File: config.mk
export PLATFORM = sky130hd
export DESIGN_NAME = codec_intf
export DESIGN_NICKNAME = d
export VERILOG_FILES = /design/src/rtl/eq_codec_pkg.sv /design/src/rtl/codec_clk_gen.sv /design/src/rtl/codec_intf.sv
export SDC_FILE = /design/constraint.sdc
export NUM_CORES = 1
export LEC_CHECK = 0
export ABC_AREA = 1
export ABC_CLOCK_PERIOD_IN_PS = 4900
export BUFFER_PORTS_ARGS = -buffer_cell sky130_fd_sc_hd__buf_2
export CORE_ASPECT_RATIO = 0.7
export CORE_MARGIN = 1.5
export CORE_UTILIZATION = 32
export CTS_BUF_LIST = sky130_fd_sc_hd__clkbuf_16
export DETAILED_ROUTE_END_ITERATION = 8
export GPL_TIMING_DRIVEN = 0
export PLACE_DENSITY_LB_ADDON = 0.2
export SLEW_MARGIN = 20
export SYNTH_ARGS = -nofsm -noshare
export SYNTH_HDL_FRONTEND = slang
export SYNTH_SLANG_ARGS = --single-unit
File: constraint.sdc
create_clock -name clk -period 4.9 [get_ports clk]
set_input_delay 0.98 -clock clk [delete_from_list [all_inputs] [get_ports clk]]
set_output_delay 0.98 -clock clk [all_outputs]
set_load 0.03 [all_outputs]
File: src/rtl/eq_codec_pkg.sv
// -----------------------------------------------------------------------------
// eq_codec_pkg
//   Shared constants and types for the CS4272 serial audio port.
//   The frame is 1024 system clocks long and is addressed by a 10-bit counter.
//   The left half-frame is cnt 0x000-0x1FF and the right half-frame is
//   0x200-0x3FF. Each half carries 16 SCLK periods of 32 clks each.
//   Every named event below is a counter value or a value of the counter's
//   low five bits.
// -----------------------------------------------------------------------------
package eq_codec_pkg;

   localparam int unsigned CNT_W = 10;

   // Low five bits of cnt: the first clk with SCLK high, where SDout is sampled
   localparam logic [4:0] RX_SMPL = 5'h10;
   // Low five bits of cnt: the last clk of an SCLK period, where SDin advances
   localparam logic [4:0] TX_SHFT = 5'h1F;

   // Left word fully received (bit 0 sampled)
   localparam logic [CNT_W-1:0] LFT_DONE = 10'h1F0;
   // Right word fully received
   localparam logic [CNT_W-1:0] RHT_DONE = 10'h3F0;
   // Last clk of the left half: the right word is loaded into the tx shifter
   localparam logic [CNT_W-1:0] RHT_LOAD = 10'h1FF;
   // Last clk of the frame: tx capture, left-word load, and the RSTn release point
   localparam logic [CNT_W-1:0] FRM_END = 10'h3FF;

   typedef logic signed [15:0] aud_smpl_t;

endpackage : eq_codec_pkg

File: src/rtl/codec_clk_gen.sv
// -----------------------------------------------------------------------------
// codec_clk_gen
//   Free-running 10-bit frame counter and the codec clock and reset pins.
//   All outputs come straight from flops. The clock flops are loaded from the
//   next counter value, so MCLK == cnt[1], SCLK == cnt[4] and LRCLK == cnt[9]
//   hold on every clk, with no one-cycle skew.
// Ports
//   clk     in   system clock (50 MHz)
//   rst_n   in   asynchronous active-low reset
//   cnt_o   out  current frame counter value
//   mclk_o  out  codec master clock, clk/4
//   sclk_o  out  serial bit clock, clk/32
//   lrclk_o out  frame clock, clk/1024 (low = left half)
//   rstn_o  out  codec reset pin; goes high after the first full frame of clocks
// -----------------------------------------------------------------------------
module codec_clk_gen
   import eq_codec_pkg::*;
(
   input  logic             clk,
   input  logic             rst_n,
   output logic [CNT_W-1:0] cnt_o,
   output logic             mclk_o,
   output logic             sclk_o,
   output logic             lrclk_o,
   output logic             rstn_o
);

   logic [CNT_W-1:0] cnt_q;
   logic [CNT_W-1:0] cnt_d;
   logic             mclk_q;
   logic             mclk_d;
   logic             sclk_q;
   logic             sclk_d;
   logic             lrclk_q;
   logic             lrclk_d;
   logic             rstn_q;
   logic             rstn_d;

   // Next counter value, clock levels derived from it, and the sticky codec reset release
   always_comb begin
      cnt_d   = cnt_q + 10'd1;
      mclk_d  = cnt_d[1];
      sclk_d  = cnt_d[4];
      lrclk_d = cnt_d[9];
      // The codec has seen a full 1024-clk frame of running clocks once cnt
      // leaves 0x3FF. RSTn then stays released until rst_n.
      if (cnt_q == FRM_END) begin
         rstn_d = 1'b1;
      end else begin
         rstn_d = rstn_q;
      end
   end

   // Counter and clock/reset pin flops
   always_ff @(posedge clk or negedge rst_n) begin
      if (!rst_n) begin
         cnt_q   <= 10'd0;
         mclk_q  <= 1'b0;
         sclk_q  <= 1'b0;
         lrclk_q <= 1'b0;
         rstn_q  <= 1'b0;
      end else begin
         cnt_q   <= cnt_d;
         mclk_q  <= mclk_d;
         sclk_q  <= sclk_d;
         lrclk_q <= lrclk_d;
         rstn_q  <= rstn_d;
      end
   end

   assign cnt_o   = cnt_q;
   assign mclk_o  = mclk_q;
   assign sclk_o  = sclk_q;
   assign lrclk_o = lrclk_q;
   assign rstn_o  = rstn_q;

endmodule : codec_clk_gen

File: src/rtl/codec_intf.sv
// -----------------------------------------------------------------------------
// codec_intf
//   Serial audio port between the CS4272 codec and the equalizer filter bank.
//   It derives MCLK, SCLK and LRCLK from the 50 MHz clock. It deserializes
//   SDout into L/R pairs and serializes L/R pairs onto SDin. Data is
//   left-justified and MSB first, with 16 bits per half-frame.
//   Build option: when CODEC_LOOPBACK_EN is defined, the transmit path captures
//   the last received pair (lft_in/rht_in) instead of lft_out/rht_out. The
//   port list is the same in both builds.
// Ports
//   clk      in   system clock, 50 MHz
//   rst_n    in   asynchronous active-low reset
//   lft_out  in   left sample to transmit (captured at cnt 0x3FF)
//   rht_out  in   right sample to transmit (captured at cnt 0x3FF)
//   SDout    in   serial data from the codec ADC
//   MCLK     out  clk/4
//   SCLK     out  clk/32
//   LRCLK    out  clk/1024, low = left, high = right
//   SDin     out  serial data to the codec DAC
//   RSTn     out  codec reset, active low
//   lft_in   out  last received left sample
//   rht_in   out  last received right sample
//   vld      out  one-clk pulse marking a new lft_in/rht_in pair
// -----------------------------------------------------------------------------
module codec_intf
   import eq_codec_pkg::*;
#(
   parameter int DATA_W = 16
) (
   input  logic              clk,
   input  logic              rst_n,
   input  logic [DATA_W-1:0] lft_out,
   input  logic [DATA_W-1:0] rht_out,
   input  logic              SDout,
   output logic              MCLK,
   output logic              SCLK,
   output logic              LRCLK,
   output logic              SDin,
   output logic              RSTn,
   output logic [DATA_W-1:0] lft_in,
   output logic [DATA_W-1:0] rht_in,
   output logic              vld
);

   logic [CNT_W-1:0]  cnt_s;
   logic              rstn_s;

   // Receive path
   logic [DATA_W-1:0] rx_sr_q;
   logic [DATA_W-1:0] rx_sr_d;
   logic [DATA_W-1:0] rx_word_s;
   logic [DATA_W-1:0] rx_lft_sh_q;
   logic [DATA_W-1:0] rx_lft_sh_d;
   logic [DATA_W-1:0] lft_in_q;
   logic [DATA_W-1:0] lft_in_d;
   logic [DATA_W-1:0] rht_in_q;
   logic [DATA_W-1:0] rht_in_d;
   logic              vld_q;
   logic              vld_d;
   logic              armed_q;
   logic              armed_d;

   // Transmit path
   logic [DATA_W-1:0] tx_src_l_s;
   logic [DATA_W-1:0] tx_src_r_s;
   logic [DATA_W-1:0] tx_rht_sh_q;
   logic [DATA_W-1:0] tx_rht_sh_d;
   logic [DATA_W-1:0] tx_sr_q;
   logic [DATA_W-1:0] tx_sr_d;
   logic              tx_bit_s;
   logic              sdin_en_s;
   logic              sdin_q;
   logic              sdin_d;

   codec_clk_gen u_clk_gen (
      .clk     (clk),
      .rst_n   (rst_n),
      .cnt_o   (cnt_s),
      .mclk_o  (MCLK),
      .sclk_o  (SCLK),
      .lrclk_o (LRCLK),
      .rstn_o  (rstn_s)
   );

   // The word as it will stand once the bit sampled on this clk is shifted in.
   // At LFT_DONE and RHT_DONE it is a complete sample.
   assign rx_word_s = {rx_sr_q[DATA_W-2:0], SDout};

   // Deserializer, left shadow, output pair update and the one-frame vld arming
   always_comb begin
      rx_sr_d     = rx_sr_q;
      rx_lft_sh_d = rx_lft_sh_q;
      lft_in_d    = lft_in_q;
      rht_in_d    = rht_in_q;
      vld_d       = 1'b0;
      armed_d     = armed_q;

      if (cnt_s[4:0] == RX_SMPL) begin
         rx_sr_d = rx_word_s;
      end else begin
         rx_sr_d = rx_sr_q;
      end

      if (cnt_s == LFT_DONE) begin
         rx_lft_sh_d = rx_word_s;
      end else begin
         rx_lft_sh_d = rx_lft_sh_q;
      end

      // The first frame that ends with RSTn high only arms the output. The
      // codec's first frame after reset release is not trusted.
      if ((cnt_s == RHT_DONE) && rstn_s) begin
         armed_d = 1'b1;
         if (armed_q) begin
            lft_in_d = rx_lft_sh_q;
            rht_in_d = rx_word_s;
            vld_d    = 1'b1;
         end else begin
            vld_d    = 1'b0;
         end
      end else begin
         armed_d = armed_q;
      end
   end

   // Receive-side flops
   always_ff @(posedge clk or negedge rst_n) begin
      if (!rst_n) begin
         rx_sr_q     <= '0;
         rx_lft_sh_q <= '0;
         lft_in_q    <= '0;
         rht_in_q    <= '0;
         vld_q       <= 1'b0;
         armed_q     <= 1'b0;
      end else begin
         rx_sr_q     <= rx_sr_d;
         rx_lft_sh_q <= rx_lft_sh_d;
         lft_in_q    <= lft_in_d;
         rht_in_q    <= rht_in_d;
         vld_q       <= vld_d;
         armed_q     <= armed_d;
      end
   end

`ifdef CODEC_LOOPBACK_EN
   // ADC->DAC loopback: retransmit the most recently received pair
   assign tx_src_l_s = lft_in_q;
   assign tx_src_r_s = rht_in_q;
`else
   assign tx_src_l_s = lft_out;
   assign tx_src_r_s = rht_out;
`endif

   // SDin follows RSTn as seen on the same clk, so cnt 0x3FF already counts as released
   assign sdin_en_s = rstn_s | (cnt_s == FRM_END);

   // Serializer: coherent pair capture at frame end, right-word load at mid-frame, MSB-first shifting
   always_comb begin
      tx_rht_sh_d = tx_rht_sh_q;
      tx_sr_d     = tx_sr_q;
      tx_bit_s    = sdin_q;

      if (cnt_s == FRM_END) begin
         // The left word goes straight into the shifter, so its MSB is on SDin from cnt 0x000
         tx_rht_sh_d = tx_src_r_s;
         tx_sr_d     = {tx_src_l_s[DATA_W-2:0], 1'b0};
         tx_bit_s    = tx_src_l_s[DATA_W-1];
      end else if (cnt_s == RHT_LOAD) begin
         tx_sr_d     = {tx_rht_sh_q[DATA_W-2:0], 1'b0};
         tx_bit_s    = tx_rht_sh_q[DATA_W-1];
      end else if (cnt_s[4:0] == TX_SHFT) begin
         tx_sr_d     = {tx_sr_q[DATA_W-2:0], 1'b0};
         tx_bit_s    = tx_sr_q[DATA_W-1];
      end else begin
         tx_bit_s    = sdin_q;
      end

      if (sdin_en_s) begin
         sdin_d = tx_bit_s;
      end else begin
         sdin_d = 1'b0;
      end
   end

   // Transmit-side flops
   always_ff @(posedge clk or negedge rst_n) begin
      if (!rst_n) begin
         tx_rht_sh_q <= '0;
         tx_sr_q     <= '0;
         sdin_q      <= 1'b0;
      end else begin
         tx_rht_sh_q <= tx_rht_sh_d;
         tx_sr_q     <= tx_sr_d;
         sdin_q      <= sdin_d;
      end
   end

   assign SDin   = sdin_q;
   assign RSTn   = rstn_s;
   assign lft_in = lft_in_q;
   assign rht_in = rht_in_q;
   assign vld    = vld_q;

endmodule : codec_intf
==> results of run 1 <==
## cells by family after synthesis
kind of cell | synth area share
flip-flops | 0.584
adder cells (fa/ha/maj) | 0.00811
AO/OA/AOI/OAI | 0.0454
buffers and inverters | 0.0692
multiplexers | 0.0219
XOR/XNOR | 0.0133
AND/OR/NAND/NOR | 0.258
## cell type report
type | count | area (µm²)
buffer | 23 | 151
inverter | 45 | 169
fill | 1466 | 8440
sequential | 108 | 2700
clock inverter | 6 | 81.3
clock buffer | 9 | 225
timing repair buffer | 73 | 394
multi-input combinational | 343 | 1600
tap | 190 | 238
## sequential cells by signal (all words and copies together), names as in the netlist
name and flops:
rx_lft_sh_q 16, u_clk_gen.rstn_o 1, vld 1, SDin 1, lft_in 16, armed_q 1
u_clk_gen.cnt_o 10, rx_sr_q 15, tx_sr_q 15, rht_in 16, tx_rht_sh_q 16
## layer usage
| layer | routed length [µm] | vias up | share of wire | track usage |
|---|---|---|---|---|
| li1 | - | 1773 | - | - |
| met1 | 5170 | 1672 | 0.51 | 0.200 |
| met2 | 4350 | 50 | 0.43 | 0.211 |
| met3 | 477 | 10 | 0.047 | 0.0436 |
| met4 | 125 | 0 | 0.012 | 0.0433 |
| met5 | 0 | - | 0 | 0 |
## path summary, 6_finish.rpt
check	end	slack [ns]	cells past startpoint
hold reg to reg	lft_in[13]	0.46	2
min in group asynchronous	rht_in[2]	0.58	1
max in group asynchronous	rht_in[12]	3.69	2
hold / removal	lft_in[13]	0.46	2
setup reg to reg	tx_sr_q[6]	2.93	10
setup / recovery	SCLK	2.83	1
## where the power goes
part,internal [W],switching [W]
Combinational,0.0000126,0.0000219
Clock,0.000442,0.000317
Sequential,0.000892,0.000000695
## per-stage QoR
stage | area, µm² | setup slack [ns] | instances | utilization
after floorplan | 4630 | 3.10 | 519 | -
after global placement | 5230 | 1.57 | 781 | 0.373
after detailed placement | 5260 | 2.93 | 782 | 0.375
after CTS | 5570 | 2.82 | 797 | 0.397
after global routing | 5570 | 2.74 | 797 | 0.397
final | 5570 | 2.83 | 797 | 0.397
## cell usage in the layout (no fill, tap or decap), types with 2 or more instances in the layout
| cell | n |
|---|---|
| clkbuf_16 | 9 |
| buf_4 | 7 |
| nor3_1 | 2 |
| nand2_2 | 2 |
| nor2_4 | 3 |
| xor2_1 | 6 |
| a21oi_1 | 2 |
| nand3_2 | 2 |
| dfrtp_1 | 108 |
| nor2_1 | 3 |
| buf_6 | 5 |
| o21ai_1 | 10 |
| bufinv_16 | 2 |
| o21ai_0 | 21 |
| nand3_1 | 32 |
| nand2_1 | 234 |
| o21a_1 | 5 |
| buf_2 | 78 |
| inv_1 | 42 |
| mux2_2 | 9 |
| ha_1 | 3 |
| inv_2 | 4 |
| clkbuf_1 | 5 |
==> impl_summary.txt, run 1 <==
----------------------------------------------------
[Power]
  Leakage power total ... 3.07 nW
  Total design power ... about 0.0017 W
  Maximum vdd drop ... 0.000136 V
  Power density over the cells ... between 300 and 400 nW/µm²

[Synthesis]
  Prevailing post-synth register cell ... dfrtp_1
  Most frequent cell after synthesis ... nand2_1
  Register bit total from synthesis ... 108
  Cells taking the most area after synthesis ... dfrtp_1 (58%), nand2_1 (19%), nand3_1 (3.5%), inv_1 (3.3%), o21ai_0 (2.3%)
  Post-synthesis cell type with the largest combined area ... dfrtp_1
  Synthesized netlist net count ... roughly 560
  Number of warnings printed during yosys synthesis ... 0
  Share of the yosys chip area belonging to registers ... 0.584
  Area share of the largest cell type after synthesis ... 0.584
  Post-synthesis cell count ... about 520
  Share of flip-flops with an asynchronous set or reset ... 1.00
  Post-synthesis instance area ... 4630 µm²
  Syn_area_per_cell ... 8.92 µm²
  Post-synth EDFFs ... 0
  Number of unique standard cell types used by synthesis ... 30
  List of most frequent post-synthesis cells ... nand2_1 (234), dfrtp_1 (108), inv_1 (41)

[Clock tree]
  Clock tree from TritonCTS ... done
  Max H-tree Level ... 3
  Cts repair resizes ... 0
  Maximum buffer depth of the clock tree ... 2
  Worst-Skew Late Latency ... between 0.3 and 0.4 ns
  Total of hold buffers inserted after clock tree synthesis ... 0
  Buffer count from post-CTS setup fixing ... 0
  TritonCTS Sinks ... approximately 110
  Number of buffers created by CTS ... 9
  Reg clk slew, reported paths ... ~0.07 ns
  Root buffer cell ... clkbuf_16

[Finish]
  Area added between synthesis and finish ... 20.3%
  Diode count ... 0
  Final layout net count ... 641
  Ratio of cells with drive above 1 in the final layout ... 0.211

[Run status]
  Outcome ... completed

[Worst setup path]
  Data arrival time of the worst path ... approximately 1.1 ns
  Required time worst endpoint ... just under 4 ns
  Setup CP Type ... flip-flop to output port
  Critical-path cell list ... buf_2
  Start point of the critical path ... u_clk_gen.cnt_o[4]
  Top cell family by delay on the critical path ... flip-flops
  Crit path capture type ... output port
  Max incr delay on CP ... 0.49 ns
  Startpoint of the most critical register-to-register path ... u_clk_gen.cnt_o[1]
  Highest-delay cell along the critical path ... dfrtp_1
  Buf/Inv on CP ... 1
  CP Launch Type ... flip-flop
  Peak fanout along the critical path ... 7

[Drt]
  Count of routing violations after the opening detailed-route iteration ... approximately 120
  Routed length per instance ... around 13 µm
  Vias per Instance ... approximately 4.4
  Wirelength, routed ... around 10000 µm
  Number of nets with antenna violations after detailed routing ... 0
  Number of detailed-routing iterations run before antenna repair ... 4
  Remaining DRCs ... 0
  Number of vias after detailed routing ... roughly 3500

[Placed design]
  PortBufs ... 72
  Final HPWL from detailed placement ... 7320 µm
  Final weighted congestion in routability-driven placement ... 0.818

[Global routing]
  Largest net degree at the start of global routing ... 57
  Number of global-route vias before repair ... 3588
  Global-route wire length before repair ... about 17000 µm
  Initial antenna violation count ... 0
  GR Overflow Total ... 0
  Overall Global Routing Usage ... 0.143

[Timing]
  Sum of negative setup slack ... 0 ns
  Clock tree skew after final layout ... 0.00612 ns
  Worst slew margin relative to its limit ... 0.640
  Fmax ... about 0.48 GHz
  Final Max Tran Viols ... 0
  Finish-stage setup viols ... 0
  Period minus WS final ... just over 2 ns
  RSZ-0062 raised after global routing ... false
  Number of hold violations in the final report ... 0
  WHS ... 0.464 ns
  Worst-Margin Slew ... between 0.5 and 0.6 ns
  Final clock period utilization by the worst path ... 0.422

[Die]
  Chip height ... a little over 100 µm
  Initial core utilization ... 0.330
  Core Region ... between 10000 and 15000 µm²
  Total number of placement rows ... 36
  Die Span X ... 147 µm
  Ports placed on the boundary ... 73
  Total Die Area ... between 15000 and 20000 µm²

[Worst hold path]
  Type of the most critical hold path ... flip-flop to flip-flop
  Worst hold start ... lft_in[13]

[Flow run]
  Max-cap violations ... 0

----------------------------------------------------
No activity file was read; power rests on OpenSTA's default activity.
==> run 2: changes to the inputs <==
--- a/config.mk
+++ b/config.mk
@@ -5,8 +5,8 @@
 export SDC_FILE = /design/constraint.sdc
 export NUM_CORES = 1
 export LEC_CHECK = 0
-export ABC_AREA = 1
-export ABC_CLOCK_PERIOD_IN_PS = 4900
+export ABC_AREA = 0
+export ABC_CLOCK_PERIOD_IN_PS = 1700
 export BUFFER_PORTS_ARGS = -buffer_cell sky130_fd_sc_hd__buf_2
 export CORE_ASPECT_RATIO = 0.7
 export CORE_MARGIN = 1.5
==> constraint.sdc (replaced) <==
create_clock -name clk -period 1.7 [get_ports clk]
set_input_delay 0.34 -clock clk [delete_from_list [all_inputs] [get_ports clk]]
set_output_delay 0.34 -clock clk [all_outputs]
set_load 0.03 [all_outputs]
==> run 2 against run 1 <==
The run now ends with setup timing left. Worst setup slack got worse by 3.0 ns. Design area increased by 2.7%. Sequential power increased to 2.9 times the previous value. Sequential share of layout area decreased by 1.2 points. Via count decreased by 26%. Clock skew increased by 0.00074 ns. Critical path depth increased by 7. Clock-buffer cell count unchanged. Flip-flop and latch count unchanged. Non-clock buffer count increased by 9. Register-to-register slack got worse by 3.1 ns. Critical endpoint is now rx_lft_sh_q[9]. Highest routed layer unchanged.
==> impl_summary.txt, run 2 <==
----------------------------------------------------
[Worst setup path]
  Crit path capture type ... flip-flop
  CP Launch Type ... flip-flop
  Minimum setup slack among reg-to-reg paths ... -0.12 ns
  Start point of the critical path ... u_clk_gen.cnt_o[0]
  Endpoint of the worst setup timing path ... rx_lft_sh_q[9]
  Reg2Reg Capture Point ... rx_lft_sh_q[9]
  Data arrival time of the worst path ... just over 2 ns
  Setup CP Type ... flip-flop to flip-flop
  Critical-path cell list ... inv_2, ha_1, and4bb_1, buf_6, nor3b_4, buf_6, buf_8, mux2_4
  Startpoint of the most critical register-to-register path ... u_clk_gen.cnt_o[0]
  Worst Reg-to-Reg Cells ... 8
  Peak fanout along the critical path ... 6
  Highest-delay cell along the critical path ... dfrtp_1
  Buf/Inv on CP ... 4
  Most used cell along the critical path ... buf_6
  Max incr delay on CP ... between 0.4 and 0.5 ns
  Required time worst endpoint ... 1.93 ns
  Top cell family by delay on the critical path ... buffers and inverters
  Critical Path Stages ... 8

[Drt]
  Routed length per instance ... 15.1 µm
  Remaining DRCs ... 0
  Vias per Instance ... about 4.5
  Wirelength, routed ... 8700 µm
  Number of detailed-routing iterations run before antenna repair ... 4
  Number of vias after detailed routing ... between 2000 and 3000
  Number of nets with antenna violations after detailed routing ... 0
  Count of routing violations after the opening detailed-route iteration ... between 90 and 100

[Die]
  Core Region ... approximately 13000 µm²
  Total number of placement rows ... 35
  Chip height ... just over 100 µm
  Initial core utilization ... 0.332
  Die Span X ... roughly 140 µm
  Total Die Area ... 14500 µm²
  Ports placed on the boundary ... 73

[Timing]
  Finish-stage setup viols ... 58
  Worst slew margin relative to its limit ... 0.687
  Fmax ... about 0.55 GHz
  Clock tree skew after final layout ... roughly 0.0069 ns
  Minimum setup slack in the final design ... -0.123 ns
  Worst-Margin Slew ... between 0.4 and 0.5 ns
  Period minus WS final ... between 1.5 and 2 ns
  Final clock period utilization by the worst path ... 1.07
  RSZ-0062 raised after global routing ... true
  Number of hold violations in the final report ... 0
  Final Max Tran Viols ... 0

[Power]
  Maximum vdd drop ... approximately 0.00057 V
  Leakage power total ... ~2.7 nW
  Power density over the cells ... about 860 nW/µm²

[Clock tree]
  Reg clk slew, reported paths ... about 0.08 ns
  Clock tree from TritonCTS ... done
  Root buffer cell ... clkbuf_16
  Number of buffers created by CTS ... 9
  Max H-tree Level ... 3
  Worst-Skew Late Latency ... ~0.35 ns
  Maximum buffer depth of the clock tree ... 2
  TritonCTS Sinks ... between 100 and 150

[Synthesis]
  Post-synth EDFFs ... 0
  Cells taking the most area after synthesis ... dfrtp_1 (61%), mux2_2 (20%), mux2i_1 (10%), buf_2 (1.1%), ha_1 (0.85%)
  Post-synthesis instance area ... ~4400 µm²
  Most frequent cell after synthesis ... dfrtp_1
  Prevailing post-synth register cell ... dfrtp_1
  Share of flip-flops with an asynchronous set or reset ... 1.00
  Syn_area_per_cell ... between 15 and 20 µm²
  List of most frequent post-synthesis cells ... dfrtp_1 (108), mux2_2 (80), mux2i_1 (45)
  Area share of the largest cell type after synthesis ... 0.612
  Number of warnings printed during yosys synthesis ... 0
  Number of unique standard cell types used by synthesis ... 28
  Register bit total from synthesis ... around 110
  Post-synthesis cell type with the largest combined area ... dfrtp_1
  Share of the yosys chip area belonging to registers ... 0.612
  Synthesized netlist net count ... roughly 320
  Post-synthesis cell count ... roughly 290

[Global routing]
  GR Overflow Total ... 0
  Overall Global Routing Usage ... 0.134
  Initial antenna violation count ... 0
  Number of global-route vias before repair ... around 2700
  Largest net degree at the start of global routing ... slightly above 60
  Global-route wire length before repair ... between 10000 and 15000 µm

[Finish]
  Final layout net count ... between 400 and 500
  Filler cells ... 1259
  Diode count ... 0
  Ratio of cells with drive above 1 in the final layout ... 0.531
  Number of non-filler instances in the completed layout ... between 500 and 600
  Most common cell after layout, fill and taps aside ... dfrtp_1
  Area added between synthesis and finish ... 29.3%
  Commonest cells after routing, fill and taps aside ... dfrtp_1 (107), buf_2 (72), mux2_2 (64), mux2i_1 (45), mux2_4 (16)

[Placed design]
  Final weighted congestion in routability-driven placement ... 0.675
  Final HPWL from detailed placement ... between 5000 and 6000 µm
  Cell count after placement ... around 540
  Setup WS pre-CTS ... -0.491 ns
  PortBufs ... 72

[Run status]
  Outcome ... complete, but fails checks
  Violated checks ... setup timing

[Flow run]
  Max-cap violations ... 0

[Worst hold path]
  Type of the most critical hold path ... input port to flip-flop

----------------------------------------------------
run 2: cell types whose count changed after synthesis, sizes merged, moves of 2 or more:
cell	previous run	this run
xnor2	1	3
nand2b	0	2
xor2	6	4
inv	45	3
o21ai	31	0
buf	18	13
nand3	35	3
mux2	9	80
mux2i	0	45
clkbuf	5	1
and4	0	2
o21a	5	0
nand2	236	4
nor2	7	1
run 2: per-stage QoR:
stage	setup TNS, ns	utilization	power [W]	hold slack (ns)	cell area [µm²]
finish	-3.18	0.429	0.00491	0.220	5710
global route	-11.18	0.429	0.00514	0.212	5710
CTS	-4.28	0.423	0.00498	0.209	5630
detailed placement	-15.98	0.382	0.00279	0.312	5090
global placement	-123.26	0.380	0.00278	0.441	5060
floorplan	-5.22	-	0.00268	0.0444	4460
run 2: worst min path at each step:
stage,startpoint,end,slack [ns],depth (start not counted)
floorplan,rst_n,SDin,0.04,0
global placement,armed_q,armed_q,0.44,1
detailed placement,rst_n,tx_rht_sh_q[7],0.31,1
CTS,rht_out[12],tx_rht_sh_q[12],0.21,2
global route,rht_out[5],tx_rht_sh_q[5],0.21,2
finish,rht_out[9],tx_rht_sh_q[9],0.22,2
run 2: layer usage:
layer	up-vias	track usage	part of all wire
met4	0	0.0518	0.017
li1	1226	-	-
met1	1314	0.196	0.52
met3	11	0.0364	0.034
met2	42	0.189	0.43
met5	-	0	0
run 2: timing repair:
item                                    CTS  global route
cloned                                    1             0
hold buffers                              1             0
resized for setup                        37            10
endpoints found under the setup margin   78            70
setup buffers                            11             6
hold endpoints to repair                 48             0
run 2: cell families (layout without fill, tap and decap cells):
group	count (synthesis)	after routing	share of synthesized area
xor+xnor	7	7	0.0139
simple gates	23	23	0.0368
compound gates	2	2	0.00340
mux	125	125	0.306
fa+ha+maj	3	3	0.00850
flops	108	108	0.612
buf+inv	17	124	0.0198
run 2: where the power goes:
part	switching [W]	total, W	internal, W	leakage, nW
combinational	0.0000754	0.000136	0.0000610	1.21
sequential	0.0000119	0.00260	0.00259	1.38
clock	0.00100	0.00217	0.00117	0.148
run 2: worst register-to-register path, stage by stage, from the launching register on:
cell	delay, ns
dfrtp_1	0.42
inv_2	0.07
ha_1	0.12
and4bb_1	0.20
buf_6	0.12
nor3b_4	0.18
buf_6	0.15
buf_8	0.14
mux2_4	0.31
run 2: cell type report:
cell class,count,area [µm²],area share
Sequential cell,108,2700,0.473
Multi-Input combinational cell,160,1710,0.299
Timing Repair Buffer,92,566,0.0990
Tap cell,185,231,0.0405
Clock buffer,9,225,0.0394
Buffer,13,183,0.0320
Clock inverter,7,83.8,0.0147
Inverter,3,11.3,0.00197
